===== config.mk =====
export PLATFORM = sky130hd
export DESIGN_NAME = pipearch_fifo_source_flat
export DESIGN_NICKNAME = d
export VERILOG_FILES = /design/src/rtl/pipearch_fifo_source_pkg.sv /design/src/rtl/fifobram_interface.sv /design/src/rtl/pipearch_sdp_bram.sv /design/src/rtl/pipearch_fifo_source.sv /design/src/flat_wrapper.sv
export SDC_FILE = /design/constraint.sdc
export NUM_CORES = 1
export LEC_CHECK = 0
export BUFFER_PORTS_ARGS = -buffer_cell sky130_fd_sc_hd__buf_2
export CAP_MARGIN = 0
export CORE_UTILIZATION = 56
export DETAILED_ROUTE_END_ITERATION = 10
export HOLD_SLACK_MARGIN = 0.08
export PLACE_DENSITY = 0.75
export SYNTH_ARGS = -nofsm -noshare
export SYNTH_HDL_FRONTEND = slang
export SYNTH_SLANG_ARGS = --single-unit

===== constraint.sdc =====
create_clock -name clk -period 4.2 [get_ports clk]
set_clock_uncertainty 0.15 [all_clocks]
set_input_delay 0.42 -clock clk [delete_from_list [all_inputs] [get_ports clk]]
set_output_delay 0.42 -clock clk [all_outputs]
set_load 0.02 [all_outputs]

===== src/rtl/pipearch_fifo_source_pkg.sv =====
// -----------------------------------------------------------------------------
// pipearch_fifo_source_pkg
// Shared common header for the PipeArch FIFO slice.
//   - LOG2_PREFETCH_SIZE / PREFETCH_SIZE : prefetch sizing shared by engines
//   - t_fifo_error                       : sticky FIFO error flags {overflow, underflow}
// The companion interface fifobram_interface lives in rtl/fifobram_interface.sv.
// Optional macro used by the importers: PIPEARCH_FIFO_CHECK_EN.
// -----------------------------------------------------------------------------
package pipearch_fifo_source_pkg;

  localparam int LOG2_PREFETCH_SIZE = 9;
  localparam int PREFETCH_SIZE      = 2 ** LOG2_PREFETCH_SIZE;

  typedef struct packed {
    logic overflow;
    logic underflow;
  } t_fifo_error;

endpackage


===== src/rtl/fifobram_interface.sv =====
// -----------------------------------------------------------------------------
// fifobram_interface
// Connection bundle between a producer, a consumer and a BRAM-backed FIFO.
// Parameters: WIDTH (data word width), LOG2_DEPTH (address/count width).
// Modports:
//   fifo_source : the FIFO itself (takes we/wdata/re, drives read response + status)
//   fifo_write  : producer side (drives we/wdata, watches almostfull/count)
//   fifo_read   : consumer side (drives re, watches rdata/rvalid/empty/count)
// Optional macro: PIPEARCH_FIFO_CHECK_EN (consumed by the FIFO, not here).
// -----------------------------------------------------------------------------
interface fifobram_interface #(
  parameter int WIDTH      = 32,
  parameter int LOG2_DEPTH = 5
);

  logic                  we;
  logic [WIDTH-1:0]      wdata;
  logic                  re;
  logic [WIDTH-1:0]      rdata;
  logic                  rvalid;
  logic                  almostfull;
  logic                  empty;
  logic [LOG2_DEPTH-1:0] count;

  modport fifo_source (
    input  we, wdata, re,
    output rdata, rvalid, almostfull, empty, count
  );

  modport fifo_write (
    output we, wdata,
    input  almostfull, count
  );

  modport fifo_read (
    output re,
    input  rdata, rvalid, empty, count
  );

endinterface


===== src/rtl/pipearch_sdp_bram.sv =====
// -----------------------------------------------------------------------------
// pipearch_sdp_bram
// Simple dual-port RAM with one write port and one registered read port
// (1-cycle read latency), written so synthesis maps it onto block RAM.
// Ports:
//   clk, reset   : clock and synchronous active-high reset (read register only)
//   we/waddr/wdata : write port
//   re/raddr       : read request; rdata is updated one edge later
//   rdata          : registered read data, holds its value while re is low
// Optional macro: PIPEARCH_FIFO_CHECK_EN (not used here).
// -----------------------------------------------------------------------------
module pipearch_sdp_bram #(
  parameter int WIDTH  = 32,
  parameter int ADDR_W = 5
) (
  input  logic              clk,
  input  logic              reset,
  input  logic              we,
  input  logic [ADDR_W-1:0] waddr,
  input  logic [WIDTH-1:0]  wdata,
  input  logic              re,
  input  logic [ADDR_W-1:0] raddr,
  output logic [WIDTH-1:0]  rdata
);

  logic [WIDTH-1:0] mem [2**ADDR_W];

  // Storage array is never reset so it stays a plain BRAM.
  always_ff @(posedge clk) begin
    if (we) begin
      mem[waddr] <= wdata;
    end
  end

  // Output register uses the BRAM's own output reset; without a read it holds.
  always_ff @(posedge clk) begin
    if (reset) begin
      rdata <= '0;
    end else if (re) begin
      rdata <= mem[raddr];
    end
  end

endmodule


===== src/rtl/pipearch_fifo_source.sv =====
// -----------------------------------------------------------------------------
// pipearch_fifo_source
// BRAM-backed synchronous FIFO implementing the fifo_source side of
// fifobram_interface. Capacity is 2**LOG2_DEPTH - 1 so count fits in
// LOG2_DEPTH bits and the pointers never collide while full.
// Ports:
//   clk    : clock
//   reset  : synchronous active-high reset
//   fifo   : fifobram_interface.fifo_source (we/wdata/re in; rdata/rvalid/
//            almostfull/empty/count out, all registered)
//   error  : sticky {overflow, underflow}
// Optional macro: PIPEARCH_FIFO_CHECK_EN enables the sticky error flags and
// a simulation $error on misuse; otherwise error is constant 0.
// -----------------------------------------------------------------------------
module pipearch_fifo_source
  import pipearch_fifo_source_pkg::*;
#(
  parameter int WIDTH            = 32,
  parameter int LOG2_DEPTH       = 5,
  parameter int ALMOSTFULL_SLACK = 4
) (
  input  logic                   clk,
  input  logic                   reset,
  fifobram_interface.fifo_source fifo,
  output logic [1:0]             error
);

  localparam int CAP = (2 ** LOG2_DEPTH) - 1;
  localparam logic [LOG2_DEPTH-1:0] CAP_CNT  = LOG2_DEPTH'(CAP);
  localparam logic [LOG2_DEPTH-1:0] AF_LEVEL = LOG2_DEPTH'(CAP - ALMOSTFULL_SLACK);
  localparam logic [LOG2_DEPTH-1:0] ONE      = LOG2_DEPTH'(1);

  logic [LOG2_DEPTH-1:0] wptr;
  logic [LOG2_DEPTH-1:0] rptr;
  logic [LOG2_DEPTH-1:0] count_q;
  logic [LOG2_DEPTH-1:0] count_next;
  logic                  empty_q;
  logic                  almostfull_q;
  logic                  rvalid_q;
  logic                  wacc;
  logic                  racc;

  // Acceptance looks only at the registered count: no write-to-read bypass.
  assign wacc = fifo.we && (count_q != CAP_CNT);
  assign racc = fifo.re && (count_q != '0);

  always_comb begin
    count_next = count_q;
    if (wacc && !racc) begin
      count_next = count_q + ONE;
    end else if (racc && !wacc) begin
      count_next = count_q - ONE;
    end
  end

  // Pointers wrap naturally at LOG2_DEPTH bits; flags are precomputed from
  // count_next so they are registered alongside count.
  always_ff @(posedge clk) begin
    if (reset) begin
      wptr         <= '0;
      rptr         <= '0;
      count_q      <= '0;
      empty_q      <= 1'b1;
      almostfull_q <= 1'b0;
      rvalid_q     <= 1'b0;
    end else begin
      if (wacc) begin
        wptr <= wptr + ONE;
      end
      if (racc) begin
        rptr <= rptr + ONE;
      end
      count_q      <= count_next;
      empty_q      <= (count_next == '0);
      almostfull_q <= (count_next >= AF_LEVEL);
      rvalid_q     <= racc;
    end
  end

  pipearch_sdp_bram #(
    .WIDTH  (WIDTH),
    .ADDR_W (LOG2_DEPTH)
  ) u_bram (
    .clk   (clk),
    .reset (reset),
    .we    (wacc),
    .waddr (wptr),
    .wdata (fifo.wdata),
    .re    (racc),
    .raddr (rptr),
    .rdata (fifo.rdata)
  );

  assign fifo.rvalid     = rvalid_q;
  assign fifo.empty      = empty_q;
  assign fifo.almostfull = almostfull_q;
  assign fifo.count      = count_q;

`ifdef PIPEARCH_FIFO_CHECK_EN
  t_fifo_error err_q;

  // Misuse flags latch until reset so a late look still shows what happened.
  always_ff @(posedge clk) begin
    if (reset) begin
      err_q <= '0;
    end else begin
      if (fifo.we && (count_q == CAP_CNT)) begin
        err_q.overflow <= 1'b1;
      end
      if (fifo.re && (count_q == '0)) begin
        err_q.underflow <= 1'b1;
      end
    end
  end

  always_ff @(posedge clk) begin
    if (!reset && fifo.we && (count_q == CAP_CNT)) begin
      $error("pipearch_fifo_source: write while full");
    end
    if (!reset && fifo.re && (count_q == '0)) begin
      $error("pipearch_fifo_source: read while empty");
    end
  end

  assign error = err_q;
`else
  assign error = 2'b00;
`endif

endmodule


===== src/flat_wrapper.sv =====
// flat-port wrapper written by rule: the top's interface ports become plain ports
module pipearch_fifo_source_flat import pipearch_fifo_source_pkg::*;
#(
  parameter int WIDTH            = 32,
  parameter int LOG2_DEPTH       = 5,
  parameter int ALMOSTFULL_SLACK = 4
)
  (clk, reset, error, fifo_we, fifo_wdata, fifo_re, fifo_rdata, fifo_rvalid, fifo_almostfull, fifo_empty, fifo_count);
  fifobram_interface #(.WIDTH(WIDTH), .LOG2_DEPTH(LOG2_DEPTH)) fifo_i ();
  input  logic clk;
  input  logic reset;
  output logic [1:0] error;
  input wire logic [$bits(fifo_i.we)-1:0] fifo_we;
  input wire logic [$bits(fifo_i.wdata)-1:0] fifo_wdata;
  input wire logic [$bits(fifo_i.re)-1:0] fifo_re;
  output wire logic [$bits(fifo_i.rdata)-1:0] fifo_rdata;
  output wire logic [$bits(fifo_i.rvalid)-1:0] fifo_rvalid;
  output wire logic [$bits(fifo_i.almostfull)-1:0] fifo_almostfull;
  output wire logic [$bits(fifo_i.empty)-1:0] fifo_empty;
  output wire logic [$bits(fifo_i.count)-1:0] fifo_count;
  assign fifo_i.we = fifo_we;
  assign fifo_i.wdata = fifo_wdata;
  assign fifo_i.re = fifo_re;
  assign fifo_rdata = fifo_i.rdata;
  assign fifo_rvalid = fifo_i.rvalid;
  assign fifo_almostfull = fifo_i.almostfull;
  assign fifo_empty = fifo_i.empty;
  assign fifo_count = fifo_i.count;
  pipearch_fifo_source #(.WIDTH(WIDTH), .LOG2_DEPTH(LOG2_DEPTH), .ALMOSTFULL_SLACK(ALMOSTFULL_SLACK)) u_core (.clk(clk), .reset(reset), .fifo(fifo_i), .error(error));
endmodule

==> results of run 1 <==
-- what timing repair did --
action / CTS / global route
buffers inserted: 0 / 0
gates resized for setup: 0 / 0
hold buffers: 8 / 0
endpoints found under the hold margin: 180 / 0
-- per-stage QoR --
step           std cells  area, um^2
2_1_floorplan       2005       41000
3_3_place_gp        2984       43140
3_5_place_dp        2984       43140
4_1_cts             3185       46470
5_1_grt             3185       46470
6_report            3187       46470
-- cells in the final DEF, fill, tap and decap left out, types with 24 or more instances in the layout --
cell type	instances
o22ai_1	64
buf_4	55
o221ai_1	32
edfxtp_1	1024
buf_2	75
o31ai_1	32
mux4_2	160
clkbuf_1	39
buf_12	24
dfxtp_1	45
mux2i_1	162
a21oi_1	35
a211oi_1	64
a32o_1	32
nor2b_1	34
nor2_4	32
mux2_2	32
clkbuf_16	103
-- state kept, by name, indices dropped and copies added, names as in the netlist --
register	count
u_core.fifo.almostfull	1
u_core.fifo.count	5
u_core.fifo.empty	1
u_core.fifo.rvalid	1
u_core.rptr	5
u_core.u_bram.mem	1024
u_core.u_bram.rdata	32
u_core.wptr	5
-- power groups by stage --
stage	Clock, mW	Combinational (mW)	Sequential [mW]
after floorplan	0	2.20	12.4
after global placement	0	3.22	12.4
after detailed placement	0	3.29	12.4
after CTS	8.98	3.31	12.2
after global routing	9.41	3.48	12.2
final	8.89	3.30	12.2
-- how the worst min path moves through the flow --
stage	end	startpoint
floorplan	u_core.wptr[1]	u_core.wptr[1]
global placement	u_core.u_bram.rdata[7]	u_core.u_bram.rdata[7]
detailed placement	u_core.u_bram.rdata[7]	u_core.u_bram.rdata[7]
CTS	u_core.u_bram.mem[29][0]	fifo_wdata[0]
finish	u_core.u_bram.mem[12][17]	fifo_wdata[17]
global route	u_core.u_bram.mem[7][17]	fifo_wdata[17]
-- layer usage --
layer  routed length [um]  up-vias  share of wire  track usage
met2                48610     1191           0.49       0.4369
met3                 9778      204          0.099      0.05623
li1                     -     8674              -            -
met1                37690    11010           0.38       0.3725
met5                   51        -        0.00051     0.002567
met4                 3024        8          0.030      0.09358
-- kinds of logic after synthesis --
family	after synthesis
other	1
AO/OA/AOI/OAI	299
flip-flops	1074
adder cells (fa/ha/maj)	8
XOR/XNOR	12
buffers and inverters	131
AND/OR/NAND/NOR	125
multiplexers	354
-- cell type report --
cell class / count / area share
diodes: 2 / 0.0001077
clock buffers: 153 / 0.06187
clock inverters: 40 / 0.008050
inverters: 6 / 0.0004846
multi-input cells: 800 / 0.1914
flip-flops and latches: 1074 / 0.6835
well taps: 950 / 0.02558
repair buffers: 162 / 0.02902
==> impl_metrics.yaml, run 1 <==
outcome:
  status: "completed"
grt:
  antenna_found_initial: 8
  grtUsageTotal: 0.2713
  grt_pass1_wl_mm: 143.7
  grt_overflow_total: 0
  grt_max_degree: 87
  grt_pass1_vias: 21340
setup_path:
  critPathLaunchType: "flip-flop"
  rrSetupSlack_ns: 1.08
  crit_buf_inv: 3
  r2r-start: "u_core.fifo.count[1]"
  r2r-end: "u_core.u_bram.mem[29][8]"
  end_kind: "flip-flop"
  critPathMaxStageDelay_ns: 0.57
  cp.arrival_ns: 3.26
  crit_path_start: "u_core.fifo.count[1]"
  crit_family: "buffers and inverters"
  worst_ep_required_time_ns: 4.34
  path_cells: "ha_1 > and3_2 > ha_1 > nor2b_1 > buf_4 > nand2_1 > buf_4 > nor2_4 > buf_4"
  crit_top_cell: "buf_4"
  cp_max_fo: 32
  endpoint: "u_core.u_bram.mem[29][8]"
  crit_cells: 9
  critPathKind: "reg2reg"
  worstRegToRegCells: 9
  cpMaxStageDelayCell: "buf_4"
timing:
  whs_ns: 0.1053
  rsz0062_at_grt: "false"
  fin_crit_sh: 0.7431
  finalSetupViolCount: 0
  tns_ns: 0
  tightest_slew_ns: 1.095
  fin_ws_ns: 1.079
  max-slew-margin-rel: 0.2698
  slew_violations: 0
  max_freq_mhz: 320.4
  hold_violations: 0
  layout_min_cycle_time_ns: 3.121
power_and_ir_drop:
  leakagePower_nw: 14.25
  p_total_mw: 24.35
  clkPwrFrac: 0.365
  p_per_area_nw_per_um2: 524.0
  peakVddDrop_v: 0.0004522
  power_frac_comb: 0.136
  internal_power_mw: 18.37
  switching_share: 0.2458
  p_sw_mw: 5.986
  seq_power_share: 0.499
floorplanning:
  coreArea_um2: 71980
  die_area_um2: 74280
  fp-row-count: 98
  die_h_um: 272.5
  io-pin-count: 78
  fp.dieW_um: 272.5
  initial_utilization: 0.5695
route:
  num_vias: 21090
  avgViaCountPerCell: 6.618
  ant_nets: 0
  drt_pass1_iterations: 6
  drc_errors: 0
  wl_mm: 99.15
  routedWlPerCell_um: 31.11
  drtIter0Drc: 2572
logic_synthesis:
  synth_xor_area_frac: 0.002564
  synth_area_um2: 40990
  synth_top_family_by_area: "multiplexers"
  yosysWarnings: 0
  yosysSeqAreaShare: 0.7746
  yosysTopAreaCell: "edfxtp_1"
  postSynthCellCount: 2004
  yosys.cell_types.count: 51
  synth_edf_count: 1024
  ys_top_cells_by_area: "edfxtp_1 75%, mux4_2 8.8%, mux2i_1 4.0%, dfxtp_1 2.4%, a211oi_1 1.2%"
  synth.ff_latch_count: 1074
  synth_ff_type: "edfxtp_1"
  synth_compound_area_frac: 0.05196
  synth_mux_area_frac: 0.1363
  synth.top_cell.area_share: 0.7502
  avgSynthCellArea_um2: 20.45
  yosysMostFrequentCell: "edfxtp_1"
  synthArstFlopShare: 0
  synthAdderAreaFrac: 0.002442
  netlist_top_cells_count: "1,024 x edfxtp_1, 162 x mux2i_1, 160 x mux4_2"
  synth-simple-area-share: 0.01673
clocking:
  cts_tree: "yes"
  max-clock-path-buffers: 3
  clock_sinks: 1074
  cts_buffers: 102
  clk_latency_ns: 0.69
  clk_pin_slew_worst_paths_ns: 0.06
  cts_root_buffer: "clkbuf_16"
  htreeDepth: 3
final_layout:
  postLayoutCoreUtil: 0.6457
  regArea_um2: 31770
  multiInputGateArea_um2: 8894
  drive_gt1_frac: 0.2425
  layout.nets: 2190
  area_growth_pct: 13.39
  fill_cells: 4540
placed_design:
  port_buffers: 75
  gp_congestion: 0.8299
  post-place-ws_ns: 1.163
  place_hpwl_mm: 53.57
worst_hold_path:
  holdPathStages: 1
  worst_hold_path_type: "in2reg"
run:
  maxCapViolations: 0
No activity file was read; power rests on OpenSTA's default activity.
==> inputs of run 2 (changes only) <==
--- a/config.mk
+++ b/config.mk
@@ -7,10 +7,10 @@
 export LEC_CHECK = 0
 export BUFFER_PORTS_ARGS = -buffer_cell sky130_fd_sc_hd__buf_2
 export CAP_MARGIN = 0
-export CORE_UTILIZATION = 56
+export CORE_UTILIZATION = 60
 export DETAILED_ROUTE_END_ITERATION = 10
 export HOLD_SLACK_MARGIN = 0.08
-export PLACE_DENSITY = 0.75
+export PLACE_DENSITY = 0.77
 export SYNTH_ARGS = -nofsm -noshare
 export SYNTH_HDL_FRONTEND = slang
 export SYNTH_SLANG_ARGS = --single-unit
==> constraint.sdc (replaced) <==
create_clock -name clk -period 3.18 [get_ports clk]
set_clock_uncertainty 0.15 [all_clocks]
set_input_delay 0.318 -clock clk [delete_from_list [all_inputs] [get_ports clk]]
set_output_delay 0.318 -clock clk [all_outputs]
set_load 0.02 [all_outputs]
==> run 2 against run 1 <==
  * Sequential cell count unchanged
  * Non-clock buffer count is 58 higher
  * Critical path depth is 2 lower
  * Worst hold slack worse by 0.018 ns
  * Setup slack worse by 0.77 ns
  * Critical path type unchanged
==> impl_metrics.yaml, run 2 (synthesis results as in run 1) <==
outcome:
  status: "completed"
floorplanning:
  coreArea_um2: 67400
  die_area_um2: 69360
  initial_utilization: 0.6082
  fp-row-count: 95
  io-pin-count: 78
  fp.dieW_um: 263.4
  die_h_um: 263.4
grt:
  grt_pass1_wl_mm: 141.6
  grt_overflow_total: 0
  antenna_found_initial: 1
  grtUsageTotal: 0.2834
  grt_max_degree: 74
  grt_pass1_vias: 21260
timing:
  slew_violations: 0
  tightest_slew_ns: 1.010
  max-slew-margin-rel: 0.3267
  fin_ws_ns: 0.3090
  layout_min_cycle_time_ns: 2.871
  finalSetupViolCount: 0
  fin_crit_sh: 0.9028
  hold_violations: 0
  rsz0062_at_grt: "false"
  max_freq_mhz: 348.3
placed_design:
  gp_congestion: 0.8532
  place_hpwl_mm: 54.62
  post-place-ws_ns: 0.3450
  port_buffers: 75
route:
  routedWlPerCell_um: 30.69
  wl_mm: 97.21
  drtIter0Drc: 2580
  drt_pass1_iterations: 6
  num_vias: 21300
  drc_errors: 0
  avgViaCountPerCell: 6.724
  ant_nets: 0
setup_path:
  cpMaxStageDelayCell: "dfxtp_1"
  worstRegToRegCells: 7
  r2r-start: "u_core.fifo.count[1]"
  end_kind: "flip-flop"
  crit_top_cell: "ha_1"
  path_cells: "ha_1 > and3_2 > ha_1 > nor2b_1 > nand3_1 > nor3_4 > buf_4"
  critPathMaxStageDelay_ns: 0.39
  crit_buf_inv: 1
  rrSetupSlack_ns: 0.31
  crit_family: "simple AND/OR/NAND/NOR gates"
  critPathKind: "reg2reg"
  r2r-end: "u_core.u_bram.mem[7][4]"
  critPathLaunchType: "flip-flop"
  cp_max_fo: 23
  worst_ep_required_time_ns: 3.35
  cp.arrival_ns: 3.04
final_layout:
  layout_common_cells: "1,024 x edfxtp_1, 162 x mux2i_1, 160 x mux4_2"
  layout_commonest_cell: "edfxtp_1"
  drive_gt1_frac: 0.2541
  fill_cells: 3853
  top_register: "u_core.u_bram.mem"
  num_antenna_cells: 0
  area_growth_pct: 15.07
  layout.nets: 2249
  regArea_um2: 31770
  postLayoutCoreUtil: 0.6998
  multiInputGateArea_um2: 8894
  largest_register_ffs: 1024
  largestRegisters: "u_core.u_bram.mem (1024), u_core.u_bram.rdata (32)"
clocking:
  max-clock-path-buffers: 3
  cts_setup_buffers: 0
  cts_buffers: 103
  htreeDepth: 3
  clk_latency_ns: 0.69
  clk_pin_slew_worst_paths_ns: 0.06
  clock_sinks: 1074
  cts_tree: "yes"
  cts_root_buffer: "clkbuf_16"
power_and_ir_drop:
  leakagePower_nw: 14.64
  p_per_area_nw_per_um2: 690.6
  peakVddDrop_v: 0.0005304
run:
  maxCapViolations: 0
worst_hold_path:
  holdPathStages: 1
  min_from: "fifo_wdata[23]"
  hold_end: "u_core.u_bram.mem[0][23]"
  worst_hold_path_type: "in2reg"
-- run 2: final cells by class --
| class | instances | share of cell area |
|---|---|---|
| Multi-Input combinational cell | 800 | 0.1886 |
| Inverter | 6 | 0.0004775 |
| Tap cell | 873 | 0.02316 |
| Clock buffer | 151 | 0.06168 |
| Timing Repair Buffer | 220 | 0.04313 |
| Clock inverter | 43 | 0.009497 |
| Sequential cell | 1074 | 0.6735 |
-- run 2: what timing repair did --
action	CTS	global route
endpoints found under the hold margin	942	0
setup endpoints to repair	0	0
gates resized for setup	0	0
hold buffers	33	0
-- run 2: metrics by stage --
stage,instance area [um^2],cells,power [mW],TNS [ns],hold WS (ns)
2_1_floorplan,41070,2005,19.29,-57.94,0.2669
3_3_place_gp,43480,2940,20.59,0,0.3096
3_5_place_dp,43480,2940,20.71,0,0.3227
4_1_cts,47170,3167,32.68,0,0.08012
5_1_grt,47170,3167,33.43,0,0.08524
6_report,47170,3167,32.57,0,0.08683
-- run 2: worst max path at each step --
stage                               startpoint                        to  slack [ns]  cells after the start
after floorplan           u_core.fifo.count[0]   u_core.u_bram.mem[3][0]       -0.37                      8
after global placement    u_core.fifo.count[0]  u_core.u_bram.mem[7][12]        0.36                      7
after detailed placement  u_core.fifo.count[1]  u_core.u_bram.mem[7][12]        0.35                      7
after CTS                 u_core.fifo.count[1]   u_core.u_bram.mem[7][1]        0.33                      7
after global routing      u_core.fifo.count[1]   u_core.u_bram.mem[7][4]        0.19                      7
final                     u_core.fifo.count[1]   u_core.u_bram.mem[7][4]        0.31                      7
-- run 2: layer usage --
| metal | up-vias | global-route usage | share of wire |
|---|---|---|---|
| met5 | - | 0 | 0.00012 |
| met1 | 11070 | 0.4010 | 0.39 |
| li1 | 8782 | - | - |
| met2 | 1279 | 0.4567 | 0.49 |
| met4 | 2 | 0.09072 | 0.026 |
| met3 | 165 | 0.04911 | 0.093 |
-- run 2: power by group --
group | internal, mW | switching (mW)
sequential | 15.7 | 0.239
clock | 6.93 | 5.15
combinational | 1.96 | 2.54
total | 24.6 | 7.93
